### src/rtl/imgpr_frame_ctrl_if.sv
// Pixel stream bundle between the sensor front end, the frame controller and the processor.
// The sensor side is the master; the frame controller is the slave that frames and forwards pixels.
interface imgpr_frame_ctrl_if #(
    parameter int CNT_W = 16
);
    logic             iFVAL;
    logic             iLVAL;
    logic             iDVAL;
    logic [11:0]      iData;
    logic             o_data_val;
    logic [11:0]      o_data;
    logic [CNT_W-1:0] X_cnt;
    logic [CNT_W-1:0] Y_cnt;

    modport master (
        output iFVAL, iLVAL, iDVAL, iData,
        input  o_data_val, o_data, X_cnt, Y_cnt
    );

    modport slave (
        input  iFVAL, iLVAL, iDVAL, iData,
        output o_data_val, o_data, X_cnt, Y_cnt
    );
endinterface

### src/rtl/imgpr_frame_ctrl.sv
// Frame controller: arms on start, aligns to a frame boundary, forwards IMG_W x IMG_H pixels
// with coordinates, and reports good frames or geometry errors at end of frame.
module imgpr_frame_ctrl #(
    parameter int IMG_W = 640,
    parameter int IMG_H = 480,
    parameter int CNT_W = 16
) (
    input  logic             p_clk,
    input  logic             rst,
    input  logic             start,
    input  logic             continuous,
    input  logic             abort,
    imgpr_frame_ctrl_if.slave pix,
    output logic             busy,
    output logic             frame_done,
    output logic             frame_err,
    output logic [CNT_W-1:0] frame_cnt
);

    localparam logic [CNT_W-1:0] W_LIM = CNT_W'(IMG_W);
    localparam logic [CNT_W-1:0] H_LIM = CNT_W'(IMG_H);

    typedef enum logic [1:0] {
        IDLE,
        ARM,
        WAIT_SOF,
        ACTIVE
    } state_t;

    state_t           state;
    logic             fval_d;
    logic             lval_d;
    logic [CNT_W-1:0] x;
    logic [CNT_W-1:0] y;
    logic             err_flag;

    logic             sof;
    logic             eof;
    logic             sol;
    logic             eol;
    logic             pix_on;
    logic             in_bounds;
    logic             accept;
    logic             drop;
    logic [CNT_W-1:0] x_eff;
    logic [CNT_W-1:0] x_next;
    logic [CNT_W-1:0] y_next;
    logic             err_next;
    logic             frame_ok;

    assign sof = pix.iFVAL & ~fval_d;
    assign eof = ~pix.iFVAL & fval_d;
    assign sol = pix.iLVAL & ~lval_d;
    assign eol = ~pix.iLVAL & lval_d;

    // A pixel arriving on the first cycle of a line sees column 0, so x is cleared combinationally on SOL.
    always_comb begin
        x_eff     = sol ? '0 : x;
        pix_on    = pix.iFVAL & pix.iLVAL & pix.iDVAL;
        in_bounds = (x_eff < W_LIM) && (y < H_LIM);
        accept    = (state == ACTIVE) && pix_on && in_bounds;
        drop      = (state == ACTIVE) && pix_on && !in_bounds;
        x_next    = accept ? x_eff + 1'b1 : x_eff;
        y_next    = y;
        err_next  = err_flag | drop;
        if ((state == ACTIVE) && eol) begin
            if (x != W_LIM) begin
                err_next = 1'b1;
            end
            if (y != H_LIM) begin
                y_next = y + 1'b1;
            end
        end
        frame_ok = (y_next == H_LIM) && !err_next;
    end

    always_ff @(posedge p_clk) begin
        if (rst) begin
            state      <= IDLE;
            fval_d     <= 1'b0;
            lval_d     <= 1'b0;
            x          <= '0;
            y          <= '0;
            err_flag   <= 1'b0;
            busy       <= 1'b0;
            frame_done <= 1'b0;
            frame_err  <= 1'b0;
            frame_cnt  <= '0;
            pix.o_data_val <= 1'b0;
            pix.o_data     <= '0;
            pix.X_cnt      <= '0;
            pix.Y_cnt      <= '0;
        end else begin
            fval_d         <= pix.iFVAL;
            lval_d         <= pix.iLVAL;
            frame_done     <= 1'b0;
            frame_err      <= 1'b0;
            pix.o_data_val <= 1'b0;
            if (abort) begin
                state <= IDLE;
                busy  <= 1'b0;
            end else begin
                case (state)
                    IDLE: begin
                        if (start) begin
                            state <= ARM;
                            busy  <= 1'b1;
                        end
                    end
                    ARM: begin
                        if (!pix.iFVAL) begin
                            state <= WAIT_SOF;
                        end
                    end
                    WAIT_SOF: begin
                        if (sof) begin
                            state    <= ACTIVE;
                            x        <= '0;
                            y        <= '0;
                            err_flag <= 1'b0;
                        end
                    end
                    ACTIVE: begin
                        x        <= x_next;
                        y        <= y_next;
                        err_flag <= err_next;
                        if (accept) begin
                            pix.o_data_val <= 1'b1;
                            pix.o_data     <= pix.iData;
                            pix.X_cnt      <= x_eff;
                            pix.Y_cnt      <= y;
                        end
                        // The end-of-frame verdict uses the post-EOL row count and error flag.
                        if (eof) begin
                            if (frame_ok) begin
                                frame_done <= 1'b1;
                                frame_cnt  <= frame_cnt + 1'b1;
                            end else begin
                                frame_err <= 1'b1;
                            end
                            if (continuous) begin
                                state <= WAIT_SOF;
                            end else begin
                                state <= IDLE;
                                busy  <= 1'b0;
                            end
                        end
                    end
                    default: begin
                        state <= IDLE;
                        busy  <= 1'b0;
                    end
                endcase
            end
        end
    end

endmodule
### src/flat_wrapper.sv
// flat-port wrapper written by rule: the top's interface ports become plain ports
module imgpr_frame_ctrl_flat 
#(
    parameter int IMG_W = 640,
    parameter int IMG_H = 480,
    parameter int CNT_W = 16
)
  (p_clk, rst, start, continuous, abort, busy, frame_done, frame_err, frame_cnt, pix_iFVAL, pix_iLVAL, pix_iDVAL, pix_iData, pix_o_data_val, pix_o_data, pix_X_cnt, pix_Y_cnt);
  imgpr_frame_ctrl_if #(.CNT_W(CNT_W)) pix_i ();
  input  logic p_clk;
  input  logic rst;
  input  logic start;
  input  logic continuous;
  input  logic abort;
  output logic busy;
  output logic frame_done;
  output logic frame_err;
  output logic [CNT_W-1:0] frame_cnt;
  input wire logic [$bits(pix_i.iFVAL)-1:0] pix_iFVAL;
  input wire logic [$bits(pix_i.iLVAL)-1:0] pix_iLVAL;
  input wire logic [$bits(pix_i.iDVAL)-1:0] pix_iDVAL;
  input wire logic [$bits(pix_i.iData)-1:0] pix_iData;
  output wire logic [$bits(pix_i.o_data_val)-1:0] pix_o_data_val;
  output wire logic [$bits(pix_i.o_data)-1:0] pix_o_data;
  output wire logic [$bits(pix_i.X_cnt)-1:0] pix_X_cnt;
  output wire logic [$bits(pix_i.Y_cnt)-1:0] pix_Y_cnt;
  assign pix_i.iFVAL = pix_iFVAL;
  assign pix_i.iLVAL = pix_iLVAL;
  assign pix_i.iDVAL = pix_iDVAL;
  assign pix_i.iData = pix_iData;
  assign pix_o_data_val = pix_i.o_data_val;
  assign pix_o_data = pix_i.o_data;
  assign pix_X_cnt = pix_i.X_cnt;
  assign pix_Y_cnt = pix_i.Y_cnt;
  imgpr_frame_ctrl #(.IMG_W(IMG_W), .IMG_H(IMG_H), .CNT_W(CNT_W)) u_core (.p_clk(p_clk), .rst(rst), .start(start), .continuous(continuous), .abort(abort), .pix(pix_i), .busy(busy), .frame_done(frame_done), .frame_err(frame_err), .frame_cnt(frame_cnt));
endmodule
### config.mk
export PLATFORM = sky130hd
export DESIGN_NAME = imgpr_frame_ctrl_flat
export DESIGN_NICKNAME = d
export VERILOG_FILES = /design/src/rtl/imgpr_frame_ctrl_if.sv /design/src/rtl/imgpr_frame_ctrl.sv /design/src/flat_wrapper.sv
export SDC_FILE = /design/constraint.sdc
export NUM_CORES = 1
export LEC_CHECK = 0
export CAP_MARGIN = 25
export CORE_UTILIZATION = 58
export DETAILED_ROUTE_END_ITERATION = 7
export PLACE_DENSITY = 0.95
export SLEW_MARGIN = 15
export SYNTH_ARGS = -nofsm -noshare
export SYNTH_HDL_FRONTEND = slang
export SYNTH_SLANG_ARGS = --single-unit
### constraint.sdc
create_clock -name p_clk -period 6.9 [get_ports p_clk]
set_input_delay 1.725 -clock p_clk [delete_from_list [all_inputs] [get_ports p_clk]]
set_output_delay 1.725 -clock p_clk [all_outputs]
set_load 0.1 [all_outputs]
# Word-level counts from Yosys, hierarchy flattened
# Cells that the tools add are included.
# totals
reg_bits	101
inputBits	20
out_inout_bits	64
elab_cells	87
# op_classes
addsub	3
n_lt_le_gt_ge	2
n_eq_ne	11
mux	24
bitwise	14
n_reduce_logical	19
# ops
cell	count
16-bit 2-to-1 mux	5
16-bit one-hot mux with 2 select lines	2
16-bit by 1-bit adder with 16-bit output, second input constant	3
16-bit by 9-bit equality test with 1-bit output, second input constant	1
16-bit by 10-bit < comparator with 1-bit output, second input constant	1
16-bit by 9-bit < comparator with 1-bit output, second input constant	1
16-bit by 10-bit != test with 1-bit output, second input constant	1
16-bit by 9-bit != test with 1-bit output, second input constant	1
4-bit AND reduction	3
2-bit 2-to-1 mux	5
1-bit 2-to-1 mux	9
2-bit one-hot mux with 4 select lines	1
1-bit NOT	7
1-bit bitwise AND	6
1-bit logical AND	6
2-bit != test, second input constant	3
3-bit AND reduction	2
2-bit equality test, second input constant	2
2-bit by 1-bit != test with 1-bit output, second input constant	2
1-bit one-hot mux with 2 select lines	2
2-bit nonzero test	2
4-bit OR reduction	1
3-bit OR reduction	1
2-bit by 1-bit equality test with 1-bit output, second input constant	1
other kinds (4)	5

# Depth between registers and ports, before layout
# Gate-level depths: netlist of run 1.
# depth
ltp_word	13
ltp_mapped	9
mapped_depth_nobuf	8

# Worst setup path after synthesis of run 1
# Ideal clock, no wire load.
# synth_timing
kind	input-to-reg
from	input port pix_iLVAL
to	register u_core.frame_cnt[13]
setup_time_ns	0.121
t_arrival_ns	3.601
t_required_ns	6.779
slack_ns	3.178
path_stages	7
path_buffers	1
cell_sequence	nand4b_1 > nor4_1 > mux2i_1 > buf_2 > o2111ai_1 > nor4_2 > mux2_4
# synth_between
elab_chain_cells	12
elab_cells_between_ends	20
classes_between	1 x order compare; 1 x eq/ne; 4 x mux; 6 x bitwise; 8 x reduce/logical
# synth_lines
element	line_no	text
from (decl)	flat_wrapper.sv:20	input wire logic [$bits(pix_i.iLVAL)-1:0] pix_iLVAL;
1-bit bitwise AND	imgpr_frame_ctrl.sv:53	assign sol = pix.iLVAL & ~lval_d;
16-bit 2-to-1 mux	imgpr_frame_ctrl.sv:58	x_eff = sol ? '0 : x;
16-bit by 10-bit < comparator with 1-bit output	imgpr_frame_ctrl.sv:60	in_bounds = (x_eff < W_LIM) && (y < H_LIM);
1-bit logical AND	imgpr_frame_ctrl.sv:60	
1-bit logical NOT	imgpr_frame_ctrl.sv:62	drop = (state == ACTIVE) && pix_on && !in_bounds;
1-bit logical AND	imgpr_frame_ctrl.sv:62	
1-bit OR	imgpr_frame_ctrl.sv:65	err_next = err_flag | drop;
1-bit 2-to-1 mux	imgpr_frame_ctrl.sv:67	if (x != W_LIM) begin
1-bit 2-to-1 mux	imgpr_frame_ctrl.sv:66	if ((state == ACTIVE) && eol) begin
1-bit logical NOT	imgpr_frame_ctrl.sv:74	frame_ok = (y_next == H_LIM) && !err_next;
1-bit logical AND *	imgpr_frame_ctrl.sv:74	
4-bit AND reduction (no line) *	n/a	
to (signal assigned)	imgpr_frame_ctrl.sv:137	frame_cnt <= frame_cnt + 1'b1;
to (decl)	imgpr_frame_ctrl.sv:17	output logic [CNT_W-1:0] frame_cnt
# Every way passes the cells marked *; elsewhere a longest branch is shown, timed or not.
# A chain may end at the register's enable or synchronous reset.

# Final worst setup path of run 1
# layout_timing
from	input port pix_iLVAL
to	register u_core.frame_cnt[0]
# Same word-level chain as after synthesis.

==> out/qor.txt, run 1 <==
status -> finished, final reports clean
final hold viol count -> 0
setup violation total in the final timing report -> 0
Fin Setup TNS -> 0 ns
vias per cell -> 6.186
first-pass GRT wire length -> 19.76 mm
Buffers & Inverters on Critical Path -> 1
#FFs+latches synth -> 101
antenna viol nets, final -> 0
syn_area_per_cell -> 8.632 µm²
number of remaining DRC errors -> 0
Lkg Pwr -> 1.966 nW
Die W -> 96.11 µm
Antenna Cells -> 0
post-CTS setup buffer count -> 0
crit path kind -> input port to flip-flop
fraction of registers with async set/reset -> 0%
Final period util -> 64.00%
Die Y-Extent -> 96.11 µm
Hold WC Path Type -> flip-flop to flip-flop
Skew-Pair Late Insertion Delay -> 0.38 ns
proportion of layout cells with a drive suffix above 1 -> 10.43%
initial antenna violation count -> 0
post-detail-place hpwl -> 8.216 mm
clk sinks -> 101
CTS Buffer Depth -> 2
Syn Nets -> 619
GR Overflow Total -> 0
drt total wl -> 12.17 mm
Num CTS Buffers -> 9
minimum clock period -> 4.416 ns
final-stage net count -> 671
Routed met1 length -> 5.049 mm
Fin Hold WS -> 0.4561 ns
Core ar. -> 8382 µm²
GRT Overall Usage -> 27.26%
CP top delay family -> simple AND/OR/NAND/NOR gates
top_reg_cell synth -> dfxtp_1
post-synthesis cell type count -> 67
Top Ports -> 84
placer's final routability congestion estimate -> 0.8885
reg-to-reg slack, setup -> 3.87 ns
worst path arrival time -> 4.69 ns
cells on worst reg2reg path -> 6
CP Depth -> 7
highest routed layer -> met4
Yosys warnings -> 0
Worst-path clk slew -> 0.11 ns
pin count of the biggest net entering global routing -> 53
DR WL/cell -> 16.08 µm
metal2 WL -> 5.900 mm
Post-Syn Area -> 5136 µm²
via count -> 4683
register area share after synthesis -> 39.37%
Max Transition Viols Final -> 0
CP Max Fanout -> 16
IO buf count -> 83
die area -> 9236 µm²
vias in the first global route -> 4350
initial detailed-routing violation count -> 496
Hold Crit Depth -> 2
CP Capture Type -> flip-flop
Synth-to-Final Area Change -> 18.15%
slowest CP cell -> and4b_1
VDD IR max -> 113.3 µV
PwrDens -> 163.1 nW/µm²
max-cap viol count -> 0
row cnt -> 33
Crit path largest cell delay -> 0.69 ns
FMAX -> 226.5 MHz
RSZ-0062 raised after global routing -> no
hold_buf cts -> 0
Post-synth EDFFs -> 0
CTS H-tree depth -> 3
startpoint types -> input port
starting density of the core -> 61.28%
post-synthesis cell count -> 595
Pre-antenna DRT Iters -> 5
worst rel slew slack -> 33.46%
critical path, cell by cell -> clkdlybuf4s50_1, and4b_1, nand4_1, nor3_4, o211ai_1, nor4_4, mux2_2
Root Driver -> clkbuf_8
cts repair resizes -> 0
met3 wire len -> 993 µm
CTS tree -> done
Slew @ Worst Pin -> 0.9949 ns
Worst Path Required -> 7.18 ns
clock skew -> 0.01529 ns
==> cell usage after synthesis (all sizes together), types with 2 or more instances <==
cell / instances / area share, %
dfxtp: 101 / 39
nand2: 85 / 6.2
a21oi: 66 / 6.4
nor2: 40 / 3.1
o21ai: 27 / 2.7
clkbuf: 26 / 1.9
and2: 24 / 2.9
nor2b: 23 / 2.8
nor4: 23 / 5.1
buf: 20 / 3.0
nand3: 17 / 1.8
mux2: 16 / 3.9
o2111ai: 12 / 2.4
nand4: 11 / 1.5
and3: 10 / 1.2
a31oi: 9 / 1.4
nor3: 8 / 1.3
inv: 7 / 0.51
o211ai: 6 / 1.4
and4: 5 / 0.90
nand2b: 5 / 0.61
or3: 5 / 0.71
a22oi: 4 / 0.58
ha: 4 / 0.97
nand4b: 4 / 0.97
a311oi: 3 / 0.51
mux2i: 3 / 0.58
nor3b: 3 / 0.44
nor4b: 3 / 0.63
or2: 3 / 0.37
or4: 3 / 0.44
xnor2: 3 / 0.51
and3b: 2 / 0.34
nand3b: 2 / 0.29
o31a: 2 / 0.34
==> metal layers <==
metal  track usage, %  up-vias
met5                0        -
met4            11.57        0
met3            6.477       30
met2            46.39      224
met1            32.74     2201
li1                 -     2228
==> area by class of cell <==
| cell class | count | area [µm²] |
|---|---|---|
| multi-input cells | 441 | 2835 |
| fillers | 633 | 2313 |
| repair buffers | 87 | 863.3 |
| clock buffers | 10 | 137.6 |
| well taps | 105 | 131.4 |
| inverters | 7 | 26.28 |
| clock inverters | 6 | 52.55 |
| flip-flops and latches | 101 | 2022 |
==> cell usage in the layout, fill, tap and decap left out, drive strengths merged, types with 2 or more instances in the layout <==
cell type	count
a21oi	66
a31oi	9
and4	5
nand4b	4
dfxtp	101
xnor2	3
a311oi	3
or3	5
o211ai	6
nand3	17
nand4	11
nor2	40
clkdlybuf4s50	82
nand2b	5
clkbuf	10
nor3	8
mux2i	3
nand2	85
o21ai	27
and3b	2
a22oi	4
o2111ai	12
nor4	23
nand3b	2
nor4b	3
o31a	2
nor2b	23
ha	4
buf	5
inv	10
or4	3
nor3b	3
or2	3
and2	24
and3	10
clkinvlp	2
mux2	16
==> sequential cells by signal, summed over array words and instances (netlist names) <==
name                   cells
u_core.frame_cnt          16
u_core.pix.X_cnt          16
u_core.pix.Y_cnt          16
u_core.x                  16
u_core.y                  16
u_core.pix.o_data         12
u_core.state               2
u_core.busy                1
u_core.err_flag            1
u_core.frame_done          1
u_core.frame_err           1
u_core.fval_d              1
u_core.lval_d              1
u_core.pix.o_data_val      1
==> worst register-to-register path, delay by kind of cell (launching register included) <==
| kind | cells | cell delay, ns |
|---|---|---|
| and+or+nand+nor | 4 | 1.80 |
| DFF | 1 | 0.53 |
| muxes | 1 | 0.38 |
| AOI/OAI and AO/OA | 1 | 0.23 |
==> worst paths after layout <==
path,from,to
worst max-delay path,pix_iLVAL,u_core.frame_cnt[0]
worst max register to register,u_core.state[1],u_core.frame_cnt[0]
worst min register to register,u_core.pix.o_data[0],u_core.pix.o_data[0]
worst min-delay path,u_core.pix.o_data[0],u_core.pix.o_data[0]
==> power by group <==
| part | internal, W | switching, W | total [W] |
|---|---|---|---|
| Clock | 0.000147 | 0.000221 | 0.000368 |
| Sequential | 0.000584 | 0.00000179 | 0.000586 |
| Combinational | 0.0000145 | 0.0000215 | 0.0000360 |
| Total | 0.000745 | 0.000244 | 0.000990 |
==> kinds of logic (layout without fill, tap and decap cells) <==
group                      Yosys count  in the layout  share of synthesized area, %
DFF                                101            101                         39.37
buffers and inverters               53            110                         5.432
adders and majority gates            4              4                        0.9745
muxes                               19             19                         4.531
AOI/OAI and AO/OA                  137            137                         17.32
and+or+nand+nor                    278            278                         31.86
xor gates and xnor gates             3              3                        0.5117
==> through the flow <==
step	setup WS [ns]	instance area, µm²	total power, W	utilization, %	std cells
final	2.484	6068	0.0009896	72.40	757
after global routing	2.351	6068	0.001023	72.40	757
after CTS	2.565	6053	0.0009914	72.22	756
after detailed placement	2.169	5863	0.0006345	69.95	740
after global placement	2.022	5856	0.0006333	69.86	739
after floorplan	3.178	5136	0.0006180	-	595
No activity file was read; power rests on OpenSTA's default activity.
==> run 2: changes to the inputs <==
- CORE_UTILIZATION: 58 -> 49
- PLACE_DENSITY: 0.95 -> 0.87
- clock period: 6.9 -> 3.9 ns (I/O delays scaled with it)
==> out/qor.txt, run 2 (synthesized netlist as in run 1, its figures left out) <==
status -> finished, final reports clean
cells on worst reg2reg path -> 7 (+1)
Gate power share -> 3.8% (+0.2 points)
P_int -> 0.001322 W (+77%)
minimum clock period -> 3.361 ns
most frequent cells in the layout -> 101 x dfxtp_1, 85 x nand2_1, 82 x clkdlybuf4s50_1
Worst Hold Endpoint -> u_core.pix.X_cnt[4]
post-layout util -> 60.39% (-12 points)
CTS tree -> done
Die Y-Extent -> 104.4 µm (+8.6%)
final hold viol count -> 0 (unchanged)
cts repair resizes -> 0 (unchanged)
R2R Path Start -> u_core.y[0]
crit path kind -> input port to flip-flop
starting density of the core -> 50.20% (-11 points)
CTS Buffer Depth -> 2 (unchanged)
Core ar. -> 10230 µm² (+22%)
Worst Path Required -> 4.18 ns (-3.00 ns)
Slew @ Worst Pin -> 0.9933 ns (-0.001651 ns)
initial detailed-routing violation count -> 384 (-23%)
RSZ-0062 raised after global routing -> no
net load switching power -> 0.0004359 W (+78%)
via count -> 4671 (-0.26%)
CP Capture Type -> flip-flop
Fin Hold WS -> 0.4546 ns (-0.001447 ns)
first-pass GRT wire length -> 20.15 mm (+2.0%)
hold_buf cts -> 0 (unchanged)
Synth-to-Final Area Change -> 20.29%
filler instances -> 853 (+35%)
Sw Ratio -> 24.80% (+0.098 points)
placer's final routability congestion estimate -> 0.8543 (-3.8%)
initial antenna violation count -> 0 (unchanged)
Pre-antenna DRT Iters -> 5 (unchanged)
post-CTS setup buffer count -> 0 (unchanged)
post-detail-place hpwl -> 8.294 mm (+0.96%)
IO buf count -> 83 (unchanged)
number of remaining DRC errors -> 0 (unchanged)
pin count of the biggest net entering global routing -> 63 (+19%)
DR WL/cell -> 15.37 µm (-4.4%)
reg-to-reg endpoint -> u_core.frame_cnt[0]
Hold Crit Depth -> 2 (unchanged)
antenna viol nets, final -> 0 (unchanged)
most common cell after layout, fill and taps aside -> dfxtp_1
Skew-Pair Late Insertion Delay -> 0.38 ns (about the same)
Lkg Pwr -> 2.013 nW (+2.4%)
Hold Crit Start -> u_core.pix.X_cnt[4]
Num CTS Buffers -> 9 (unchanged)
GR Overflow Total -> 0 (unchanged)
Root Driver -> clkbuf_8
Max Transition Viols Final -> 0 (unchanged)
Final period util -> 86.18%
Antenna Cells -> 0 (unchanged)
share of power burned in registers -> 58.9% (-0.3 points)
PwrDens -> 284.5 nW/µm² (+74%)
die area -> 10900 µm² (+18%)
clk sinks -> 101 (unchanged)
final-stage net count -> 679 (+1.2%)
Hold WC Path Type -> flip-flop to flip-flop
Worst-path clk slew -> 0.11 ns (about the same)
GRT Overall Usage -> 22.27% (-5.0 points)
drt total wl -> 12.24 mm (+0.54%)
FMAX -> 297.5 MHz
reg-to-reg slack, setup -> 1.13 ns (-2.74 ns)
clock skew -> 0.01139 ns (-0.003896 ns)
Top Ports -> 84 (unchanged)
Fin Setup TNS -> 0 ns (unchanged)
Clock Power Share -> 37.3% (about the same)
row cnt -> 37 (+12%)
setup violation total in the final timing report -> 0 (unchanged)
CTS H-tree depth -> 3 (unchanged)
Die W -> 104.4 µm (+8.6%)
worst rel slew slack -> 33.57% (+0.11 points)
total power draw -> 0.001758 W (+78%)
vias in the first global route -> 4421 (+1.6%)
max-cap viol count -> 0 (unchanged)
proportion of layout cells with a drive suffix above 1 -> 11.52% (+1.1 points)
vias per cell -> 5.868 (-5.1%)
CP Max Fanout -> 16 (unchanged)
worst path arrival time -> 3.64 ns (-1.05 ns)
startpoint types -> input port
VDD IR max -> 237.8 µV (+110%)
[run 2: layout make-up]
class | instances | area (µm²) | share of cell area [%]
multi-input cells | 441 | 2835 | 45.89
flip-flops and latches | 101 | 2022 | 32.73
repair buffers | 95 | 935.9 | 15.15
well taps | 136 | 170.2 | 2.754
clock buffers | 10 | 137.6 | 2.228
clock inverters | 6 | 51.30 | 0.8303
inverters | 7 | 26.28 | 0.4253
[run 2: critical path, cell delays in order]
cell             delay [ns]
clkdlybuf4s50_1        0.48
and4b_1                0.52
nand4_2                0.27
o21a_1                 0.28
o211ai_4               0.62
nor4_2                 0.15
mux2_1                 0.34
[run 2: through the flow]
step           worst slack, ns  instance area [µm²]  instances
6_report                0.5390                 6178        796
5_1_grt                 0.3740                 6178        796
3_3_place_gp            0.2572                 5962        779
2_1_floorplan           0.9279                 5136        595
4_1_cts                 0.5562                 6151        795
3_5_place_dp            0.1522                 5962        779
[run 2: worst max-delay path by stage]
stage / endpoint / startpoint / slack, ns / depth (start not counted)
final: u_core.frame_cnt[11] / pix_iLVAL / 0.54 / 7
after global routing: u_core.frame_cnt[2] / pix_iLVAL / 0.37 / 7
after CTS: u_core.frame_cnt[0] / pix_iLVAL / 0.56 / 7
after detailed placement: u_core.frame_cnt[0] / pix_iLVAL / 0.15 / 7
after global placement: u_core.frame_cnt[0] / pix_iLVAL / 0.26 / 7
after floorplan: u_core.frame_cnt[13] / pix_iLVAL / 0.93 / 7
[run 2: per-layer routing]
layer / global-route usage (%) / wire length [µm]
met1: 27.73 / 5390
met2: 37.04 / 5796
met3: 4.887 / 836
met4: 9.286 / 213
met5: 0 / 0
[run 2: power groups by stage]
stage          Clock (W)  Combinational, W  Sequential (W)
4_1_cts         0.000665         0.0000636         0.00104
6_report        0.000655         0.0000669         0.00104
3_5_place_dp           0         0.0000631         0.00106
5_1_grt         0.000711         0.0000723         0.00104
2_1_floorplan          0         0.0000302         0.00106
3_3_place_gp           0         0.0000616         0.00106
